## src/rtl/uart_rx_core.sv

```systemverilog
// -----------------------------------------------------------------------------
// uart_rx_core
//
// UART receive engine. It detects the start edge on an oversampled line,
// samples each bit at mid-period, and checks the configured parity and stop
// bits. Accepted frames are presented on a valid/ready handshake. Parity,
// framing and overrun conditions are reported as single-cycle pulses.
//
// Parameters
//   DATA_BITS    data bits per frame (5..9), LSB first
//   OVERSAMPLE   baud_tick_i pulses per bit period (even, 8..32)
//   PARITY_MODE  0 = none, 1 = even, 2 = odd
//   STOP_BITS    stop bits checked per frame (1 or 2)
//
// Optional feature macro
//   UART_RX_BREAK_DET_EN  adds brk_o and a BREAK state. A frame whose data
//                         bits, parity bit and first stop bit are all zero
//                         pulses brk_o instead of frame_err_o. The engine
//                         then waits for the line to be idle for a full bit
//                         period before it accepts another start edge.
//
// Ports
//   clk_i          system clock
//   rst_ni         asynchronous active-low reset
//   baud_tick_i    one-clk strobe at OVERSAMPLE x baud rate
//   rxd_i          asynchronous serial line, idle high
//   rx_data_o      received data word
//   rx_valid_o     rx_data_o holds an unconsumed frame
//   rx_ready_i     consumer accepts rx_data_o while rx_valid_o is high
//   parity_err_o   pulse: frame dropped because of a parity mismatch
//   frame_err_o    pulse: a stop bit was sampled low
//   overrun_err_o  pulse: good frame lost because rx_valid_o was still set
//   brk_o          pulse: break frame detected (UART_RX_BREAK_DET_EN only)
//   busy_o         high whenever the FSM is not in IDLE
// -----------------------------------------------------------------------------
module uart_rx_core #(
  parameter int DATA_BITS   = 8,
  parameter int OVERSAMPLE  = 16,
  parameter int PARITY_MODE = 1,
  parameter int STOP_BITS   = 1
) (
  input  logic                 clk_i,
  input  logic                 rst_ni,
  input  logic                 baud_tick_i,
  input  logic                 rxd_i,
  output logic [DATA_BITS-1:0] rx_data_o,
  output logic                 rx_valid_o,
  input  logic                 rx_ready_i,
  output logic                 parity_err_o,
  output logic                 frame_err_o,
  output logic                 overrun_err_o,
`ifdef UART_RX_BREAK_DET_EN
  output logic                 brk_o,
`endif
  output logic                 busy_o
);

  localparam int SCNT_W = $clog2(OVERSAMPLE);
  localparam int BCNT_W = 4;

  localparam logic [SCNT_W-1:0] SCNT_HALF = SCNT_W'(OVERSAMPLE / 2 - 1);
  localparam logic [SCNT_W-1:0] SCNT_LAST = SCNT_W'(OVERSAMPLE - 1);
  localparam logic [BCNT_W-1:0] DATA_LAST = BCNT_W'(DATA_BITS - 1);
  localparam logic [BCNT_W-1:0] STOP_LAST = BCNT_W'(STOP_BITS - 1);
  localparam logic              ODD_PAR   = (PARITY_MODE == 2);

`ifdef UART_RX_BREAK_DET_EN
  typedef enum logic [2:0] {IDLE, START, DATA, PARITY, STOP, BREAK} state_e;
`else
  typedef enum logic [2:0] {IDLE, START, DATA, PARITY, STOP} state_e;
`endif

  state_e                state_q;
  logic                  sync1_q;
  logic                  rxs_q;
  logic                  rxs_prev_q;
  logic [SCNT_W-1:0]     scnt_q;
  logic [BCNT_W-1:0]     bcnt_q;
  logic [DATA_BITS-1:0]  shreg_q;
  logic                  perr_q;
  logic                  ferr_q;
  logic                  done_q;
  logic [DATA_BITS-1:0]  rx_data_q;
  logic                  rx_valid_q;
  logic                  parity_err_q;
  logic                  frame_err_q;
  logic                  overrun_err_q;
  logic                  busy_q;

  logic [SCNT_W-1:0]     scnt_inc_d;
  logic [BCNT_W-1:0]     bcnt_inc_d;
  logic [DATA_BITS-1:0]  shreg_d;
  logic                  mid_tick;
  logic                  bit_tick;
  logic                  par_ok;

`ifdef UART_RX_BREAK_DET_EN
  logic                  par_bit_q;
  logic                  stop0_zero_q;
  logic                  brk_hit_q;
  logic                  brk_q;
  logic                  first_stop_zero;
  logic                  brk_now;
`endif

  // Sampling strobes and next-value helpers shared by the FSM.
  always_comb begin
    scnt_inc_d = scnt_q + 1'b1;
    bcnt_inc_d = bcnt_q + 1'b1;
    // Start bit is checked half a bit after the edge; every later bit is
    // checked one full bit period after the previous sample.
    mid_tick   = baud_tick_i && (scnt_q == SCNT_HALF);
    bit_tick   = baud_tick_i && (scnt_q == SCNT_LAST);
    shreg_d    = {rxs_q, shreg_q[DATA_BITS-1:1]};
    // XOR of all data bits and the parity bit: 0 for even, 1 for odd.
    par_ok     = ((^shreg_q) ^ rxs_q) == ODD_PAR;
  end

`ifdef UART_RX_BREAK_DET_EN
  // With a single stop bit the first stop bit is the sample being taken now.
  always_comb begin
    first_stop_zero = (bcnt_q == '0) ? !rxs_q : stop0_zero_q;
    brk_now         = (shreg_q == '0) && ((PARITY_MODE == 0) || !par_bit_q)
                      && first_stop_zero;
  end
`endif

  always_ff @(posedge clk_i or negedge rst_ni) begin
    if (!rst_ni) begin
      state_q       <= IDLE;
      sync1_q       <= 1'b1;
      rxs_q         <= 1'b1;
      rxs_prev_q    <= 1'b1;
      scnt_q        <= '0;
      bcnt_q        <= '0;
      shreg_q       <= '0;
      perr_q        <= 1'b0;
      ferr_q        <= 1'b0;
      done_q        <= 1'b0;
      rx_data_q     <= '0;
      rx_valid_q    <= 1'b0;
      parity_err_q  <= 1'b0;
      frame_err_q   <= 1'b0;
      overrun_err_q <= 1'b0;
      busy_q        <= 1'b0;
`ifdef UART_RX_BREAK_DET_EN
      par_bit_q     <= 1'b0;
      stop0_zero_q  <= 1'b0;
      brk_hit_q     <= 1'b0;
      brk_q         <= 1'b0;
`endif
    end else begin
      // Two-flop synchroniser plus one history flop for edge detection.
      sync1_q       <= rxd_i;
      rxs_q         <= sync1_q;
      rxs_prev_q    <= rxs_q;

      done_q        <= 1'b0;
      parity_err_q  <= 1'b0;
      frame_err_q   <= 1'b0;
      overrun_err_q <= 1'b0;
`ifdef UART_RX_BREAK_DET_EN
      brk_q         <= 1'b0;
`endif

      case (state_q)
        IDLE: begin
          // Requires a real 1->0 transition, so a line stuck low is ignored.
          if (rxs_prev_q && !rxs_q) begin
            scnt_q  <= '0;
            state_q <= START;
            busy_q  <= 1'b1;
          end
        end

        START: begin
          if (mid_tick) begin
            scnt_q <= '0;
            if (!rxs_q) begin
              bcnt_q  <= '0;
              perr_q  <= 1'b0;
              ferr_q  <= 1'b0;
              state_q <= DATA;
            end else begin
              // Start bit gone by mid-bit: glitch, silently drop it.
              state_q <= IDLE;
              busy_q  <= 1'b0;
            end
          end else if (baud_tick_i) begin
            scnt_q <= scnt_inc_d;
          end
        end

        DATA: begin
          if (bit_tick) begin
            scnt_q  <= '0;
            shreg_q <= shreg_d;
            if (bcnt_q == DATA_LAST) begin
              bcnt_q  <= '0;
              state_q <= (PARITY_MODE == 0) ? STOP : PARITY;
            end else begin
              bcnt_q <= bcnt_inc_d;
            end
          end else if (baud_tick_i) begin
            scnt_q <= scnt_inc_d;
          end
        end

        PARITY: begin
          if (bit_tick) begin
            scnt_q    <= '0;
            perr_q    <= !par_ok;
`ifdef UART_RX_BREAK_DET_EN
            par_bit_q <= rxs_q;
`endif
            bcnt_q    <= '0;
            state_q   <= STOP;
          end else if (baud_tick_i) begin
            scnt_q <= scnt_inc_d;
          end
        end

        STOP: begin
          if (bit_tick) begin
            scnt_q <= '0;
            ferr_q <= ferr_q | !rxs_q;
`ifdef UART_RX_BREAK_DET_EN
            if (bcnt_q == '0) begin
              stop0_zero_q <= !rxs_q;
            end
`endif
            if (bcnt_q == STOP_LAST) begin
              // Frame finished; the verdict is applied on the next clk while
              // the FSM is already free to look for the next start edge.
              bcnt_q  <= '0;
              done_q  <= 1'b1;
`ifdef UART_RX_BREAK_DET_EN
              brk_hit_q <= brk_now;
              if (brk_now) begin
                state_q <= BREAK;
              end else begin
                state_q <= IDLE;
                busy_q  <= 1'b0;
              end
`else
              state_q <= IDLE;
              busy_q  <= 1'b0;
`endif
            end else begin
              bcnt_q <= bcnt_inc_d;
            end
          end else if (baud_tick_i) begin
            scnt_q <= scnt_inc_d;
          end
        end

`ifdef UART_RX_BREAK_DET_EN
        BREAK: begin
          // scnt counts consecutive high ticks; any low tick restarts it.
          if (baud_tick_i) begin
            if (!rxs_q) begin
              scnt_q <= '0;
            end else if (scnt_q == SCNT_LAST) begin
              scnt_q  <= '0;
              state_q <= IDLE;
              busy_q  <= 1'b0;
            end else begin
              scnt_q <= scnt_inc_d;
            end
          end
        end
`endif

        default: begin
          state_q <= IDLE;
          busy_q  <= 1'b0;
        end
      endcase

      // Handshake. A load in the same cycle below overrides this clear, which
      // gives the consume-and-reload behaviour on a simultaneous completion.
      if (rx_valid_q && rx_ready_i) begin
        rx_valid_q <= 1'b0;
      end

      if (done_q) begin
`ifdef UART_RX_BREAK_DET_EN
        if (brk_hit_q) begin
          brk_q <= 1'b1;
        end else
`endif
        if (ferr_q) begin
          frame_err_q <= 1'b1;
        end else if (perr_q) begin
          parity_err_q <= 1'b1;
        end else if (rx_valid_q && !rx_ready_i) begin
          overrun_err_q <= 1'b1;
        end else begin
          rx_data_q  <= shreg_q;
          rx_valid_q <= 1'b1;
        end
      end
    end
  end

  assign rx_data_o     = rx_data_q;
  assign rx_valid_o    = rx_valid_q;
  assign parity_err_o  = parity_err_q;
  assign frame_err_o   = frame_err_q;
  assign overrun_err_o = overrun_err_q;
  assign busy_o        = busy_q;
`ifdef UART_RX_BREAK_DET_EN
  assign brk_o         = brk_q;
`endif

endmodule

```

## config.mk

```make
export PLATFORM = sky130hd
export DESIGN_NAME = uart_rx_core
export DESIGN_NICKNAME = d
export VERILOG_FILES = /design/src/rtl/uart_rx_core.sv
export SDC_FILE = /design/constraint.sdc
export NUM_CORES = 1
export LEC_CHECK = 0
export CAP_MARGIN = 10
export CORE_MARGIN = 4
export CORE_UTILIZATION = 53
export CTS_BUF_LIST = sky130_fd_sc_hd__clkbuf_2
export CTS_CLUSTER_SIZE = 20
export DETAILED_ROUTE_END_ITERATION = 12
export GPL_ROUTABILITY_DRIVEN = 1
export PLACE_DENSITY_LB_ADDON = 0.2
export SYNTH_ARGS = -nofsm -noshare
export SYNTH_HDL_FRONTEND = slang
export SYNTH_SLANG_ARGS = --single-unit
```

## constraint.sdc

```tcl
create_clock -name clk_i -period 1.89 [get_ports clk_i]
set_clock_uncertainty 0.1 [all_clocks]
set_input_delay 0.189 -clock clk_i [delete_from_list [all_inputs] [get_ports clk_i]]
set_output_delay 0.189 -clock clk_i [all_outputs]
set_load 0.02 [all_outputs]
```

==> metrics.md, run 1 <==
| Metric | Value |
|---|---|
| Status | complete, but fails checks |
| Failing checks | setup timing |
| I/O pin count | 18 |
| Routed vias/inst | 5.54 |
| FF-to-FF Start | bcnt_q[0] |
| First-pass GRT wire length | 6260 um |
| Critical Path Sink Type | register |
| R2r worst-path depth | 6 |
| Sw Ratio | 0.378 |
| Mapped Cells | 174 |
| Post-synthesis mux area share | 0.0950 |
| Clk slew on worst S/H paths | 180 ps |
| Synth Net Count | 182 |
| Maximum vdd drop | 0.656 mV |
| XOR/XNOR share of the synthesized area | 0.0462 |
| Synth Flop Type | dfrtp_1 |
| Congestion Overflow GR | 0 |
| FFs w/ async S/R, synth | 1.00 |
| Seq/Total Area, Yosys | 0.504 |
| Initial antenna violation count | 0 |
| Die area | about 4600 um^2 |
| Synth Area in Simple Gates | 0.180 |
| Final Hold Fails | 0 |
| Post-DP HPWL | 2590 um |
| H-tree Lvls | 2 |
| Reg-to-reg slack, setup | -50 ps |
| Layout Cells excl Fill | 261 |
| Worst Max-Slew Pin Slew | 472 ps |
| Nets@finish | 222 |
| Max Fclk | 515 MHz |
| Post-Synth Adder-Cell Area | 0.0198 |
| Crit path kind | register to register |
| Critical Path RT | approximately 2100 ps |
| Library cells used by synthesis | 51 |
| DR iter-0 viols | 110 |
| Fill cell count | 250 |
| Net Switching | 0.829 mW |
| Worst EP arrival | ~2200 ps |
| Max Slew Vio Count | 0 |
| Tot Pwr | 2.19 mW |
| CTS tree | yes |
| Final period demand of the worst path | between 1500 and 2000 ps |
| Crit Path Max Fanout | 4 |
| Worst Hold Path EP | sync1_q |
| Area delta synth->final | 23.0% |
| Hold Crit Start | rxd_i |
| Number of global-route vias before repair | ~1,400 |
| Slew HR | 0.685 |
| Final setup viols | 2 |
| Rows | 21 |
| DR DRC count | 0 |
| Wire per inst | 13.7 um |
| Crit share post-route | 1.03 |
| Power per cell area | 941 nW/um^2 |
| TritonCTS Sinks | 38 |
| Worst slack at placement | -31.3 ps |
| Leak pwr | 1.08 nW |
| Layout cells sized above 1 | 0.312 |
| Gr usage total | 0.186 |
| R2r endpoint | perr_q |
| Number of clock buffers inserted by TritonCTS | 5 |
| Die H | roughly 68 um |
| Diode count | 0 |
| Clock Latency Late Sink | 400 ps |
| Hold Path Depth | 1 |
| Post-synth EDFFs | 0 |
| Via count | 1,445 |
| Design Area, Final | 2330 um^2 |
| Seq cells post-synth | 38 |
| Die W | about 68 um |
| Hold Crit Class | input pin to register |
| Clk pwr share | 0.162 |
| WHS | 81.6 ps |
| DRT Wirelength | about 3600 um |
| Max-Cap Viols | 0 |
| Mapped Area | 1900 um^2 |
| Post-DRT Antenna Nets | 0 |
| Largest family of logic cells by synthesized area | simple AND/OR/NAND/NOR gates |
| Synth Area per Inst | about 11 um^2 |
| RSZ-0062 raised after global routing | yes |
| Comb pwr share | 0.367 |
| Clk buf depth | 2 |
| Compound-Gate Fraction of Synth Area | 0.125 |
| Port Buf Inserts | 17 |
| Int Pwr | between 1 and 1.5 mW |
| CTS root buffer | clkbuf_2 |
| Largest net degree at the start of global routing | 39 |
| Setup crit start kind | register |
| Placed Cells | 250 |
| Final Worst Setup Slack | -52.1 ps |
| GPL Wtd Cong | 0.909 |
| Drt first pass iters | 4 |
| Reg power frac | 0.470 |
| Synth warnings | 0 |
| Initial Utilization | 0.559 |
| CORE AREA | between 3000 and 4000 um^2 |
| Area after DPL | approximately 2200 um^2 |
## synth_stat cells (2+ instances only)
library cell | count | area share
inv_1 | 4 | 0.0079
xor2_1 | 3 | 0.014
a21oi_1 | 7 | 0.018
nor4_1 | 2 | 0.0066
dfrtp_1 | 35 | 0.46
dfstp_2 | 3 | 0.042
buf_2 | 5 | 0.013
and2_1 | 2 | 0.0066
mux2_2 | 15 | 0.089
clkbuf_1 | 2 | 0.0040
nand4_1 | 2 | 0.0066
o21ai_0 | 13 | 0.034
nand2b_1 | 5 | 0.017
xnor2_1 | 7 | 0.032
nand2_1 | 15 | 0.030
ha_1 | 3 | 0.020
nand3_1 | 4 | 0.011
o21a_1 | 2 | 0.0079
nor2_1 | 12 | 0.024
nor3_1 | 2 | 0.0053
## through the flow
stage	utilization	TNS, ps
finish	0.688	-53.9
global route	0.688	-325
CTS	0.681	-70.3
detailed placement	0.660	-58.9
global placement	0.660	-6.84
floorplan	-	-46.5
## per-layer routing
layer  vias to the layer above  wire length [um]  track usage
li1                        701                 -            -
met1                       713              1670        0.231
met2                        27              1700        0.299
met3                         4               146       0.0599
met4                         0                52       0.0720
met5                         -                 0            0
## worst max path at each step
stage                         start      to  cells past startpoint
final                     bcnt_q[0]  perr_q                      6
after global routing      bcnt_q[0]  perr_q                      6
after CTS                 bcnt_q[0]  perr_q                      6
after detailed placement  bcnt_q[0]  perr_q                      6
after global placement    bcnt_q[0]  perr_q                      6
after floorplan           bcnt_q[0]  perr_q                      6
## worst max-delay path, stage by stage (launching register included)
cell     delay (ps)
dfrtp_1         430
inv_2            60
ha_1            130
or3b_4          370
a32o_2          260
or4_4           430
o21ai_2         120
## cell type report
type | instances | area [um^2] | share of cell area
timing repair buffer | 41 | 348 | 0.149
clock buffer | 5 | 25.0 | 0.0107
sequential | 38 | 957 | 0.411
multi-input combinational | 123 | 908 | 0.390
clock inverter | 3 | 16.3 | 0.00698
inverter | 5 | 18.8 | 0.00805
tap | 46 | 57.6 | 0.0247
## repair_timing
| item | 4_1_cts | 5_1_grt |
|---|---|---|
| endpoints found under the hold margin | 35 | 0 |
| endpoints found under the setup margin | 4 | 9 |
| pin swaps | 2 | 0 |
| hold buffers | 1 | 0 |
| setup buffers | 2 | 0 |
| gates resized for setup | 2 | 8 |
## cells by family after synthesis
family	after synthesis
adders and majority gates	3
DFF	38
muxes	16
xor gates and xnor gates	10
buffers and inverters	13
and+or+nand+nor	58
AOI/OAI and AO/OA	36
## sequential cells by signal (all words and copies together), names as in the netlist, 3 cells and up
| register | cells |
|---|---|
| bcnt_q | 4 |
| state_q | 3 |
| shreg_q | 8 |
| rx_data_o | 8 |
| scnt_q | 4 |
## cells in the final DEF (no fill, tap or decap), types with 2 or more instances in the layout
cell	netlist	routed
ha_1	3	3
nand2_1	15	15
dfstp_2	3	3
nor4_1	2	2
nand4_1	2	2
o21a_1	2	2
clkbuf_2	0	5
dfrtp_2	0	2
xor2_1	3	3
mux2_2	15	15
inv_1	4	3
nand3_1	4	4
and2_1	2	2
nor2_1	12	12
a21oi_1	7	7
nand2b_1	5	5
clkdlybuf4s50_1	0	16
inv_2	1	2
o21ai_2	1	3
dfrtp_1	35	33
xnor2_1	7	7
buf_4	0	23
nor3_1	2	2
o21ai_0	13	11
## power groups by stage
stage	clock network (mW)	logic, mW	registers, mW
after global routing	0.416	0.883	1.05
after detailed placement	0	0.771	1.04
final	0.356	0.806	1.03
after global placement	0	0.747	1.03
after CTS	0.375	0.787	1.02
after floorplan	0	0.530	0.992
No activity file was read; power rests on OpenSTA's default activity.
==> run 2, diff against run 1 <==
CORE_UTILIZATION = 59   (was 53)
DONT_BUFFER_PORTS = 1   (was unset)
==> run 2 against run 1 <==
  * The flow still finishes with violations (setup timing)
  * Sequential share of layout area grew 2.6 points
  * Utilization grew 3.2 points
  * Wire length grew 6.0%
  * First-iteration DRC count shrank 15%
  * Cell area shrank 5.7%
  * Largest power group unchanged
  * Critical path depth is the same
  * Worst hold slack lost 45 ps
  * Clock power shrank 1%
  * Die area shrank 9.0%
==> metrics.md, run 2 (synthesis results as in run 1) <==
| Metric | Value |
|---|---|
| Hold Path Depth | 3 |
| Layout cells sized above 1 | 0.335 |
| Max Slew Vio Count | 0 |
| Worst Max-Slew Pin Slew | about 320 ps |
| Critical Path RT | ~2100 ps |
| Final period demand of the worst path | 1940 ps |
| Nets@finish | a little over 200 |
| Setup crit start kind | register |
| Largest net degree at the start of global routing | 39 |
| Crit share post-route | 1.02 |
| I/O pin count | 18 |
| Rows | 20 |
| Crit path kind | register to register |
| Clock Latency Late Sink | 390 ps |
| Wire per inst | 15.5 um |
| First-pass GRT wire length | 6220 um |
| Drt first pass iters | 4 |
| Final Hold Fails | 0 |
| Area delta synth->final | 15.9% |
| Commonest non-fill, non-tap cell in the layout | dfrtp_1 |
| Area after DPL | 2030 um^2 |
| Initial antenna violation count | 0 |
| H-tree Lvls | 2 |
| Power per cell area | 1010 nW/um^2 |
| Congestion Overflow GR | 0 |
| Final setup TNS | -46.3 ps |
| Port Buf Inserts | 0 |
| R2r endpoint | perr_q |
| Max-Cap Viols | 0 |
| Failing checks | setup timing |
| Number of global-route vias before repair | approximately 1,400 |
| Worst Hold Path EP | scnt_q[2] |
| Number of clock buffers inserted by TritonCTS | 5 |
| DRT Wirelength | 3790 um |
| TritonCTS Sinks | 38 |
| Worst EP arrival | 2190 ps |
| Post-DP HPWL | 2590 um |
| Status | complete, but fails checks |
| Design Area, Final | 2200 um^2 |
| DR iter-0 viols | 94 |
| CTS root buffer | clkbuf_2 |
| Clk buf depth | 2 |
| DR DRC count | 0 |
| Routed vias/inst | 5.82 |
| Tot Pwr | between 2 and 2.5 mW |
| RSZ-0062 raised after global routing | yes |
| Hold Crit Start | baud_tick_i |
| Via count | 1,421 |
| Final setup viols | 1 |
| Maximum vdd drop | ~0.65 mV |
| R2r worst-path depth | 6 |
| Diode count | 0 |
| Slew HR | 0.790 |
| Gr usage total | 0.194 |
| Die area | about 4200 um^2 |
| Clk slew on worst S/H paths | around 210 ps |
| Max Fclk | 516 MHz |
| CTS tree | yes |
| CORE AREA | 3050 um^2 |
| Reg-to-reg slack, setup | -50 ps |
| Critical Path Sink Type | register |
| Post-DRT Antenna Nets | 0 |
| Die H | roughly 65 um |
| Die W | 64.7 um |
| Hold Crit Class | input pin to register |
| FF-to-FF Start | bcnt_q[0] |
| Crit Path Max Fanout | 3 |
| Leak pwr | 1.04 nW |
| Initial Utilization | 0.621 |
| Commonest cells after routing, fill and taps aside | dfrtp_1, buf_4, nand2_1, mux2_2 |
| GPL Wtd Cong | 0.974 |
| Final Worst Setup Slack | -46.3 ps |
[run 2: cell types whose count changed in the layout (fill, tap and decap cells not counted), moves of 2 or more]
| cell | delta |
|---|---|
| buf_4 | -3 |
| o21ai_2 | -2 |
| clkdlybuf4s50_1 | -16 |
| dlygate4sd3_1 | +3 |
[run 2: critical path, stage by stage (launching register included)]
cell	delay, ps
dfrtp_1	430
inv_2	60
ha_1	130
or3b_4	370
a32o_2	250
or4_4	430
o21ai_2	120
[run 2: how the worst max path moves through the flow]
stage,from,end,slack [ps]
after detailed placement,bcnt_q[0],state_q[0],-20
after global routing,bcnt_q[0],perr_q,-110
after floorplan,bcnt_q[0],perr_q,-50
after CTS,bcnt_q[0],state_q[0],-40
after global placement,bcnt_q[0],perr_q,5
final,bcnt_q[0],perr_q,-50
[run 2: area by class of cell]
type	instances	area (um^2)
repair buffers	26	215
multi-input cells	123	908
inverters	5	18.8
flip-flops and latches	38	958
clock buffers	5	25.0
fillers	217	856
well taps	44	55.1
clock inverters	3	16.3
[run 2: where the power goes]
| part | switching [mW] | internal, mW |
|---|---|---|
| clock | 0.267 | 0.0845 |
| combinational | 0.437 | 0.378 |
| sequential | 0.138 | 0.906 |
[run 2: stage by stage]
stage,setup slack [ps],instances,hold WS [ps],util
after floorplan,-46.5,174,-207,-
after global placement,4.59,226,-206,0.665
after detailed placement,-22.2,226,-206,0.665
after CTS,-35.1,239,11.1,0.699
after global routing,-112,244,28.3,0.720
final,-46.3,244,36.3,0.720
[run 2: routing by layer]
layer,GRT usage,vias up,part of all wire
li1,-,664,-
met1,0.243,711,0.44
met2,0.311,37,0.49
met3,0.0659,9,0.052
met4,0.0712,0,0.017
met5,0,-,0
[run 2: what timing repair did]
action                                  in CTS  in global routing
gates cloned                                 0                  0
pin swaps                                    1                  2
endpoints found under the hold margin       44                  0
gates resized for setup                      3                  8
endpoints found under the setup margin       4                  8
setup buffers                                0                  5
hold buffers                                 5                  0
==> run 3, diff against run 2 <==
PLACE_DENSITY = 0.87   (was unset)
PLACE_DENSITY_LB_ADDON = unset   (was 0.2)
==> run 3 against run 2 <==
  * The run still ends with setup timing left
  * Setup slack worse by 30 ps
  * Worst hold slack better by 16 ps
  * Register-to-register slack got worse by 30 ps
  * Power increased by 12%
  * Utilization increased by 2.0 points
  * Via count grew 0.63%
  * Clock power grew 76%
  * Final cell count decreased by 0.41%
  * Combinational power shrank 2.6%
  * Critical path depth grew 1
  * Largest cell class unchanged
  * Largest power group unchanged
==> metrics.md, run 3 (synthesis results as in run 1) <==
| Metric | Value |
|---|---|
| Status | complete, but fails checks |
| Failing checks | setup timing |
| Max Fclk | 509 MHz |
| Wire per inst | 15.6 um |
| Post-DP HPWL | 2520 um |
| FF-to-FF Start | bcnt_q[1] |
| Diode count | 0 |
| WHS | 52.2 ps |
| Slew HR | 0.731 |
| Reg power frac | 0.428 |
| Fill cell count | 200 |
| Initial antenna violation count | 0 |
| Crit share post-route | 1.04 |
| Maximum vdd drop | about 0.85 mV |
| Final setup TNS | -179 ps |
| Clk slew on worst S/H paths | ~200 ps |
| TritonCTS Sinks | 38 |
| Crit path kind | register to register |
| Routed vias/inst | a little under 6 |
| Congestion Overflow GR | 0 |
| Worst slack at placement | -74.5 ps |
| Die area | ~4200 um^2 |
| Gr usage total | 0.198 |
| DR iter-0 viols | 83 |
| Crit Path Max Fanout | 4 |
| H-tree Lvls | 2 |
| Power per cell area | 1090 nW/um^2 |
| Die H | 64.7 um |
| Design Area, Final | 2260 um^2 |
| Setup crit start kind | register |
| Tot Pwr | 2.47 mW |
| Commonest non-fill, non-tap cell in the layout | dfrtp_1 |
| Die W | 64.7 um |
| Post-DRT Antenna Nets | 0 |
| Worst EP arrival | 2210 ps |
| Max Slew Vio Count | 0 |
| Area delta synth->final | 19.1% |
| Drt first pass iters | 4 |
| CTS tree | yes |
| GPL Wtd Cong | 0.990 |
| Clk pwr share | 0.251 |
| I/O pin count | 18 |
| Rows | 20 |
| Clock Latency Late Sink | roughly 400 ps |
| Final period demand of the worst path | 1970 ps |
| Via count | 1,430 |
| Largest net degree at the start of global routing | 39 |
| Final setup viols | 3 |
| Port Buf Inserts | 0 |
| Worst Max-Slew Pin Slew | 403 ps |
| First-pass GRT wire length | 6440 um |
| Hold Crit Start | baud_tick_i |
| DRT Wirelength | 3800 um |
| DR DRC count | 0 |
| Number of clock buffers inserted by TritonCTS | 5 |
| Int Pwr | 1.63 mW |
| Max-Cap Viols | 0 |
| Commonest cells after routing, fill and taps aside | dfrtp_1, buf_4, nand2_1, mux2_2, nor2_1 |
| Final Worst Setup Slack | -76.6 ps |
| Hold Crit Class | input pin to register |
| Final Hold Fails | 0 |
| Clk buf depth | 2 |
| Critical Path Sink Type | register |
| Leak pwr | about 1.1 nW |
| Comb pwr share | 0.321 |
| CORE AREA | 3050 um^2 |
| Worst setup path startpoint | bcnt_q[1] |
| Initial Utilization | 0.621 |
| Area after DPL | 2020 um^2 |
| Layout cells sized above 1 | 0.337 |
| RSZ-0062 raised after global routing | yes |
| Net Switching | 0.841 mW |
| Sw Ratio | 0.341 |
| Number of global-route vias before repair | 1,470 |
| Critical Path RT | 2130 ps |
| CTS root buffer | clkbuf_2 |
| Nets@finish | ~200 |
==> run 3: power by group through the flow <==
| stage | Sequential [mW] | Clock (mW) | Combinational, mW |
|---|---|---|---|
| after floorplan | 0.992 | 0 | 0.530 |
| after global placement | 1.05 | 0 | 0.637 |
| after detailed placement | 1.06 | 0 | 0.676 |
| after CTS | 1.05 | 0.622 | 0.718 |
| after global routing | 1.07 | 0.666 | 0.880 |
| final | 1.06 | 0.620 | 0.793 |
==> run 3: final cells by class <==
| cell class | count | area (um^2) | share of cell area |
|---|---|---|---|
| Sequential cell | 38 | 958 | 0.424 |
| Tap cell | 44 | 55.1 | 0.0244 |
| Inverter | 5 | 18.8 | 0.00831 |
| Multi-Input combinational cell | 123 | 930 | 0.412 |
| Clock inverter | 3 | 63.8 | 0.0283 |
| Timing Repair Buffer | 25 | 208 | 0.0920 |
| Clock buffer | 5 | 25.0 | 0.0111 |
==> run 3: final timing paths <==
check / end / slack, ps / depth (start not counted)
max in group asynchronous: sync1_q / 1280 / 2
min reg2reg: rxs_q / 250 / 0
max: state_q[0] / -80 / 7
min: done_q / 50 / 3
min in group asynchronous: bcnt_q[2] / 120 / 2
max reg2reg: state_q[0] / -80 / 7
==> run 3: critical path, cell delays in order, from the launching register on <==
cell and delay [ps]:
dfrtp_1 440, inv_2 70, ha_4 110, or3b_4 370
a32o_2 270, o41ai_2 250, a222oi_1 180, nor2_1 110
==> run 3: metal layers <==
layer  vias up  part of all wire  track usage
li1        667                 -            -
met1       687              0.42        0.241
met2        63              0.49        0.327
met3        13             0.072       0.0555
met4         0             0.018       0.0897
met5         -                 0            0
==> run 3: what timing repair did <==
item | in CTS | in global routing
resized for setup | 2 | 13
pin swaps | 4 | 5
setup buffers | 1 | 4
hold buffers | 5 | 0
endpoints found under the setup margin | 4 | 10
hold endpoints to repair | 44 | 0
==> run 3: through the flow <==
stage | utilization | std cells
floorplan | - | 174
global route | 0.740 | 243
CTS | 0.717 | 239
global placement | 0.663 | 225
detailed placement | 0.663 | 225
finish | 0.740 | 243
